## src/rtl/fetch_pc_unit.sv

```systemverilog
// Fetch next-PC generator: fetch PC register, direct-mapped BTB, BHT index
// and EX-stage misprediction recovery with a saturating mispredict counter.
module fetch_pc_unit #(
   parameter int                  PC_WIDTH  = 32,
   parameter int                  BTB_IDX_W = 4,
   parameter int                  BHT_IDX_W = 4,
   parameter logic [PC_WIDTH-1:0] RESET_PC  = 32'h0000_0000
) (
   input  logic                 clk,
   input  logic                 rst,
   input  logic                 stall,
   output logic [BHT_IDX_W-1:0] bht_index,
   input  logic                 bht_pred,
   output logic [PC_WIDTH-1:0]  pc,
   output logic                 pred_taken,
   output logic [PC_WIDTH-1:0]  pred_target,
   input  logic                 ex_valid,
   input  logic [PC_WIDTH-1:0]  ex_pc,
   input  logic                 ex_taken,
   input  logic [PC_WIDTH-1:0]  ex_target,
   input  logic                 ex_pred_taken,
   input  logic [PC_WIDTH-1:0]  ex_pred_target,
   output logic                 flush,
   output logic [15:0]          mispred_cnt
);

   localparam int BTB_N = 1 << BTB_IDX_W;
   localparam int TAG_W = PC_WIDTH - BTB_IDX_W - 2;

   logic [PC_WIDTH-1:0]  pc_q, pc_d;
   logic [15:0]          cnt_q, cnt_d;
   logic [BTB_N-1:0]     valid_q, valid_d;
   logic [TAG_W-1:0]     tag_q    [BTB_N];
   logic [TAG_W-1:0]     tag_d    [BTB_N];
   logic [PC_WIDTH-1:0]  target_q [BTB_N];
   logic [PC_WIDTH-1:0]  target_d [BTB_N];

   logic [BTB_IDX_W-1:0] rd_idx, wr_idx;
   logic [TAG_W-1:0]     rd_tag, wr_tag;
   logic                 hit;
   logic [PC_WIDTH-1:0]  pc_plus4, ex_pc_plus4;

   assign rd_idx      = pc_q[BTB_IDX_W+1:2];
   assign rd_tag      = pc_q[PC_WIDTH-1:BTB_IDX_W+2];
   assign wr_idx      = ex_pc[BTB_IDX_W+1:2];
   assign wr_tag      = ex_pc[PC_WIDTH-1:BTB_IDX_W+2];
   assign pc_plus4    = pc_q + PC_WIDTH'(4);
   assign ex_pc_plus4 = ex_pc + PC_WIDTH'(4);

   // Lookup reads registered state only, so a same-cycle write is not seen.
   assign hit         = valid_q[rd_idx] && (tag_q[rd_idx] == rd_tag);
   assign pred_taken  = hit && bht_pred;
   assign pred_target = pred_taken ? target_q[rd_idx] : pc_plus4;
   assign bht_index   = pc_q[BHT_IDX_W+1:2];
   assign pc          = pc_q;
   assign mispred_cnt = cnt_q;

   assign flush = ex_valid && ((ex_taken != ex_pred_taken) ||
                               (ex_taken && (ex_target != ex_pred_target)));

   always_comb begin
      pc_d = pred_target;
      if (flush)      pc_d = ex_taken ? ex_target : ex_pc_plus4;
      else if (stall) pc_d = pc_q;

      cnt_d = cnt_q;
      if (flush && (cnt_q != 16'hFFFF)) cnt_d = cnt_q + 16'd1;

      valid_d  = valid_q;
      tag_d    = tag_q;
      target_d = target_q;
      if (ex_valid && ex_taken) begin
         valid_d[wr_idx]  = 1'b1;
         tag_d[wr_idx]    = wr_tag;
         target_d[wr_idx] = ex_target;
      end
   end

   // Reset wins over everything, which also drops any BTB write that cycle.
   always_ff @(posedge clk) begin
      if (rst) begin
         pc_q    <= RESET_PC;
         cnt_q   <= '0;
         valid_q <= '0;
      end else begin
         pc_q     <= pc_d;
         cnt_q    <= cnt_d;
         valid_q  <= valid_d;
         tag_q    <= tag_d;
         target_q <= target_d;
      end
   end

endmodule
```

## config.mk

```make
export PLATFORM = sky130hd
export DESIGN_NAME = fetch_pc_unit
export DESIGN_NICKNAME = d
export VERILOG_FILES = /design/src/rtl/fetch_pc_unit.sv
export SDC_FILE = /design/constraint.sdc
export NUM_CORES = 1
export LEC_CHECK = 0
export ABC_CLOCK_PERIOD_IN_PS = 8700
export BUFFER_PORTS_ARGS = -buffer_cell sky130_fd_sc_hd__clkbuf_2
export CORE_MARGIN = 2
export CORE_UTILIZATION = 44
export CTS_CLUSTER_DIAMETER = 100
export DETAILED_ROUTE_END_ITERATION = 8
export GPL_TIMING_DRIVEN = 1
export HOLD_SLACK_MARGIN = 0.03
export SYNTH_ARGS = -nofsm -noshare
export SYNTH_HDL_FRONTEND = slang
export SYNTH_SLANG_ARGS = --single-unit
```

## constraint.sdc

```tcl
create_clock -name clk -period 8.7 [get_ports clk]
set_input_delay 2.61 -clock clk [delete_from_list [all_inputs] [get_ports clk]]
set_output_delay 2.61 -clock clk [all_outputs]
set_load 0.02 [all_outputs]
```

; Word-level counts from Yosys, hierarchy flattened
; Index checks and enable logic that the tools add are counted.
[totals]
inputBits = 103
ff_bits = 992
output_inout_bits = 86
elab_cells = 83
[classes]
n_lt_le_gt_ge = 6
muxes = 20
reduce_logical = 10
bitwise_logic = 4
addsub = 3
eq_ne = 5
[ops]
columns = op, count
row1 = 512-bit bitwise mux, 1
row2 = 416-bit bitwise mux, 1
row3 = 32-bit two-way mux, 7
row4 = 32-bit binary-select mux with 4-bit select, 1
row5 = 32-bit demux with 4-bit select, 1
row6 = 26-bit binary-select mux with 4-bit select, 1
row7 = 26-bit demux with 4-bit select, 1
row8 = 26-bit two-way mux, 3
row9 = 32-bit by 3-bit adder with 32-bit output (second input constant), 2
row10 = 32-bit != test, 1
row11 = 26-bit equality test, 1
row12 = 16-bit by 1-bit adder with 16-bit output (second input constant), 1
row13 = 16-bit != test (second input constant), 1
row14 = 16-bit OR, 1
row15 = 5-bit greater-or-equal comparator (second input constant), 2
row16 = 4-bit by 5-bit less-than comparator with 1-bit output (second input constant), 2
row17 = 4-bit inverter with 5-bit output, 2
row18 = 1-bit logical AND, 8
row19 = 5-bit by 1-bit less-than comparator with 1-bit output (second input constant), 1
row20 = 1-bit binary-select mux with 4-bit select, 1
row21 = 1-bit demux with 4-bit select, 1
row22 = 4-bit by 1-bit greater-or-equal comparator with 1-bit output (second input constant), 1
row23 = 1-bit two-way mux, 2
row24 = 2-bit by 1-bit != test with 1-bit output (second input constant), 1
row25 = other kinds (4), 4

; Longest topological paths before layout
[depth]
word_depth = 10
depth_mapped = 15
mapped_depth_nobuf = 10

; Least setup slack after synthesis
; Ideal clock, no wire load.
[synth_timing]
path_kind = input port to flip-flop
from = input port ex_taken
to = register tag_q[312] (netlist bit), enable pin
setup_ps = 548
path_buffers = 1
setup_slack_ps = 932
t_required_ps = 8152
arrival_ps = 7221
cell_stages = 4
path_cell_list = clkbuf_1 -> and3_1 -> nand2_1 -> nor3_1
[synth_via]
elab_chain_len = 2
[synth_lines]
columns = element, line
row1 = from (decl), 19  ; input logic ex_taken,
row2 = 1-bit logical AND, 72  ; if (ex_valid && ex_taken) begin
row3 = 2-bit AND reduction (no source line), -
row4 = to (signal assigned), 89  ; tag_q <= tag_d;
row5 = to (decl), 33  ; logic [TAG_W-1:0] tag_q [BTB_N];
; No other way between the ends.
; A chain may end at the register's enable or synchronous reset.

; Worst setup path after layout
[layout_timing]
from = register pc_q[3], in the netlist pc[3]
to = output port pred_target[20]
[layout_via]
elab_chain_len = 8
word_cells_on_any_way = 14
cone_classes = add/sub: 1 / eq/ne: 1 / mux: 9 / bitwise: 1 / reduce/logical: 2
[layout_lines]
columns = element, line
row1 = from (decl), 30  ; logic [PC_WIDTH-1:0] pc_q, pc_d;
row2 = from (signal assigned), 86  ; pc_q <= pc_d;
row3 = 4-bit inverter with 5-bit output (implied by the code), "51, 53"
row4 = 26-bit binary-select mux with 4-bit select, 51  ; assign hit = valid_q[rd_idx] && (tag_q[rd_idx] == rd_tag);
row5 = 26-bit two-way mux (implied by the code) (2 in series), 51
row6 = 26-bit equality test, 51
row7 = 1-bit logical AND, 51
row8 = 1-bit logical AND, 52  ; assign pred_taken = hit && bht_pred;
row9 = 32-bit two-way mux (*), 53  ; assign pred_target = pred_taken ? target_q[rd_idx] : pc_plus4;
row10 = to (decl), 16  ; output logic [PC_WIDTH-1:0] pred_target,
; Mark *: on every way between the ends. The rest lies on a longest branch, timed or not. The select of a mux whose other input is x is not followed.

==> qor.json <==
{
  "worst_setup_path": {
    "worst_path_required_time_ns": 6.09,
    "timing.critical_path.slowest_stage_cell": "sky130_fd_sc_hd__buf_4",
    "worst-endpoint-arrival_ns": 5.44,
    "timing.critical_path.slowest_cell_delay_ns": 0.95,
    "worst-path-buf-inv": 4,
    "setup.worst_path.end_class": "output port",
    "crit_type": "register to output port",
    "cp_cell_sequence": "buf_4, buf_4, buf_4, mux4_2, mux4_2, mux2_2, clkbuf_2",
    "critPathTopFamily": "buffers and inverters",
    "timing.critical_path.mode_cell": "sky130_fd_sc_hd__buf_4",
    "critPathMaxFanout": 70,
    "cp-startpoint": "pc[3]$_SDFFE_PP0P_",
    "critical_path.startpoint_type": "register",
    "critical_r2r_launch": "pc[3]$_SDFFE_PP0P_"
  },
  "timing": {
    "worst-slew-pin-transition_ns": 1.145,
    "final_period_minus_worst_setup_slack_ns": 8.048,
    "skew_ns": 0.04249,
    "rsz0062_at_grt": "no",
    "min_period_over_period_pct": 92.50,
    "slew_viol_final": 0,
    "finalHoldViolCount": 0,
    "max_clock_freq_mhz": 124.3,
    "tns_ns": 0,
    "setup_viol_count_final": 0,
    "slew_headroom_pct": 23.69,
    "fin_ws_ns": 0.6522
  },
  "synth": {
    "yosys_register_bits": 992,
    "combined_area_of_all_synthesized_cells_sq_um": 41070,
    "synthArstFlopShare_pct": 0,
    "ys.warnings.count": 0,
    "synth.yosys.seq_area_share_pct": 70.97,
    "post_synth.cell_area_avg_sq_um": 18.89,
    "netlist-cell-type-count": 78,
    "syn_nets": 2283,
    "synth_enable_flop_cells": 928,
    "ys.flop_type": "sky130_fd_sc_hd__edfxtp_1",
    "synthCells": 2174
  },
  "routing": {
    "wirelength_microns": 121900,
    "initialDrtViolationCount": 2721,
    "vias": 23070,
    "post_drt_wl_per_cell_microns": 32.59,
    "drt-pass1-iter-count": 5,
    "vias_per_cell": 6.168,
    "drtAntennaViolNets": 0,
    "drc": 0
  },
  "grt": {
    "grt_pass1_vias": 22670,
    "grt-ovfl-total": 0,
    "grt_max_degree": 71,
    "global_routing_usage_summed_across_all_routing_layers_pct": 25.46,
    "grt_pass1_wl_microns": 170600,
    "number_of_antenna_violations_at_the_first_check_in_global_routing": 9
  },
  "clocking": {
    "clock_tree.buffer_depth": 3,
    "clk_root_buffer_cell": "sky130_fd_sc_hd__clkbuf_16",
    "clock_sink_count": 992,
    "cts_made_buffers": 100,
    "cts_resized": 0,
    "htree_levels": 3,
    "cts_setup_buffers": 0,
    "ctsHoldBuffers": 0,
    "clock_tree_from_tritoncts": "built",
    "path_clk_slew_ns": 0.07,
    "clk_latency_ns": 0.68
  },
  "placement": {
    "numPortBuffers": 188,
    "gp_congestion": 0.9438,
    "dp_hpwl_microns": 74580,
    "detailedPlace.worstSlack_ns": 0.7815
  },
  "final_layout": {
    "area.growth.synth_to_final_pct": 13.99,
    "drive_gt1_share_pct": 29.45,
    "nNetsFinal": 2508
  },
  "pwr": {
    "ir_worst_vdd_mv": 0.1641,
    "p_per_area_nw_per_um2": 223.2,
    "leakagePower_nw": 15.22
  },
  "floorplanning": {
    "dieHeight_microns": 309.5,
    "area_of_the_core_sq_um": 92910,
    "num_rows": 112,
    "initial_utilization_pct": 44.21,
    "die_width_microns": 309.5,
    "io-pin-count": 189,
    "area_of_the_die_sq_um": 95800
  },
  "min_path": {
    "hold_crit_class": "register to register",
    "worst_hold_startpoint": "valid_q[15]$_SDFFE_PP0P_"
  },
  "run": {
    "cap_violations": 0
  },
  "run_status": {
    "run_status": "finished, final reports clean"
  }
}
## worst register-to-register path, stage by stage (launching register included)
cell,delay [ns]
sky130_fd_sc_hd__dfxtp_4,0.81
sky130_fd_sc_hd__buf_4,0.53
sky130_fd_sc_hd__buf_4,0.77
sky130_fd_sc_hd__buf_4,1.03
sky130_fd_sc_hd__mux4_2,0.53
sky130_fd_sc_hd__mux4_2,0.58
sky130_fd_sc_hd__mux2_2,0.34
sky130_fd_sc_hd__a31o_2,0.23
## synthesized netlist by cell type (13+ instances only)
cell	number	share of area, %
sky130_fd_sc_hd__a21o_1	16	0.29
sky130_fd_sc_hd__a21oi_1	22	0.27
sky130_fd_sc_hd__a31o_2	25	0.53
sky130_fd_sc_hd__and3_1	22	0.34
sky130_fd_sc_hd__buf_1	18	0.16
sky130_fd_sc_hd__buf_2	22	0.27
sky130_fd_sc_hd__buf_4	13	0.24
sky130_fd_sc_hd__clkbuf_1	65	0.59
sky130_fd_sc_hd__dfxtp_1	64	3.1
sky130_fd_sc_hd__edfxtp_1	928	68
sky130_fd_sc_hd__inv_1	22	0.20
sky130_fd_sc_hd__mux2_2	29	0.80
sky130_fd_sc_hd__mux2i_1	92	2.2
sky130_fd_sc_hd__mux4_2	235	13
sky130_fd_sc_hd__nand2_1	55	0.50
sky130_fd_sc_hd__nand3_1	46	0.56
sky130_fd_sc_hd__nand4_1	26	0.40
sky130_fd_sc_hd__nor2_1	78	0.71
sky130_fd_sc_hd__nor3_1	33	0.40
sky130_fd_sc_hd__nor4_1	19	0.29
sky130_fd_sc_hd__o21ai_0	44	0.54
sky130_fd_sc_hd__o22ai_1	18	0.27
sky130_fd_sc_hd__xnor2_1	51	1.1
sky130_fd_sc_hd__xor2_1	62	1.3
## routing by layer
metal	routed length [microns]	track usage, %	part of all wire (%)	vias to the layer above
met5	38	0	0.031	-
met4	3861	9.133	3.2	6
met3	11660	5.383	9.6	200
met2	56310	38.95	46	1232
met1	50030	36.30	41	12250
li1	-	-	-	9381
## report_power, final
part	switching, W	leakage [nW]	internal (W)
Clock	0.00180	1.54	0.00237
Sequential	0.0000663	8.87	0.00526
Combinational	0.000576	4.80	0.000385
## stage by stage
stage	hold slack, ns	util (%)	area, sq um	std cells	power [W]
4_1_cts	0.4474	50.37	46800	3736	0.01050
3_5_place_dp	0.4356	46.98	43650	3551	0.006375
5_1_grt	0.4646	50.39	46820	3740	0.01073
2_1_floorplan	0.4181	-	41070	2174	0.005985
3_3_place_gp	0.4266	46.98	43650	3551	0.006362
6_report	0.4465	50.39	46820	3740	0.01045
## path summary, 6_finish.rpt
check        slack (ns)                       end  cells past startpoint
max                0.65           pred_target[20]                      7
min                0.45  valid_q[15]$_SDFFE_PP0P_                      1
max reg2reg        3.76       pc[20]$_SDFFE_PP0P_                      7
min reg2reg        0.45  valid_q[15]$_SDFFE_PP0P_                      1
## state kept, by name, summed over array words and instances, names as in the netlist
signal	flops
mispred_cnt	16
valid_q	16
tag_q	416
pc	32
target_q	512
## cells in the final DEF, fill, tap and decap left out, types with 10 or more instances in the layout
cell,instances
sky130_fd_sc_hd__nor2_4,14
sky130_fd_sc_hd__clkinv_2,24
sky130_fd_sc_hd__a31o_2,25
sky130_fd_sc_hd__mux4_2,235
sky130_fd_sc_hd__o22ai_1,18
sky130_fd_sc_hd__xor2_1,62
sky130_fd_sc_hd__xnor2_1,51
sky130_fd_sc_hd__o21ai_0,44
sky130_fd_sc_hd__mux2_2,29
sky130_fd_sc_hd__inv_1,22
sky130_fd_sc_hd__nor3_1,29
sky130_fd_sc_hd__nand3_1,46
sky130_fd_sc_hd__nand2_1,55
sky130_fd_sc_hd__dfxtp_1,60
sky130_fd_sc_hd__edfxtp_1,928
sky130_fd_sc_hd__mux2_4,10
sky130_fd_sc_hd__nand4_1,26
sky130_fd_sc_hd__buf_4,57
sky130_fd_sc_hd__a21oi_1,22
sky130_fd_sc_hd__clkbuf_2,188
sky130_fd_sc_hd__and3_1,21
sky130_fd_sc_hd__buf_12,10
sky130_fd_sc_hd__clkbuf_16,101
sky130_fd_sc_hd__nor4_1,19
sky130_fd_sc_hd__nor2_1,65
sky130_fd_sc_hd__clkinv_1,26
sky130_fd_sc_hd__mux2i_1,92
sky130_fd_sc_hd__a21o_1,16
sky130_fd_sc_hd__clkbuf_1,20
## cells by family after synthesis
family / count (synthesis) / share of synthesized area [%]
muxes: 375 / 16.83
and+or+nand+nor: 324 / 4.021
xor gates and xnor gates: 114 / 2.449
DFF: 992 / 70.97
adders and majority gates: 6 / 0.1828
buffers and inverters: 158 / 1.925
AOI/OAI and AO/OA: 205 / 3.622
## layout make-up
cell class / instances / area, sq um
Inverter: 26 / 98.84
Tap cell: 1254 / 1569
Clock inverter: 64 / 548.0
Multi-Input combinational cell: 1024 / 11260
Timing Repair Buffer: 255 / 1569
Clock buffer: 121 / 2603
Antenna cell: 4 / 10.01
Fill cell: 7566 / 46090
Sequential cell: 992 / 29160
No activity file was read; power rests on OpenSTA's default activity.
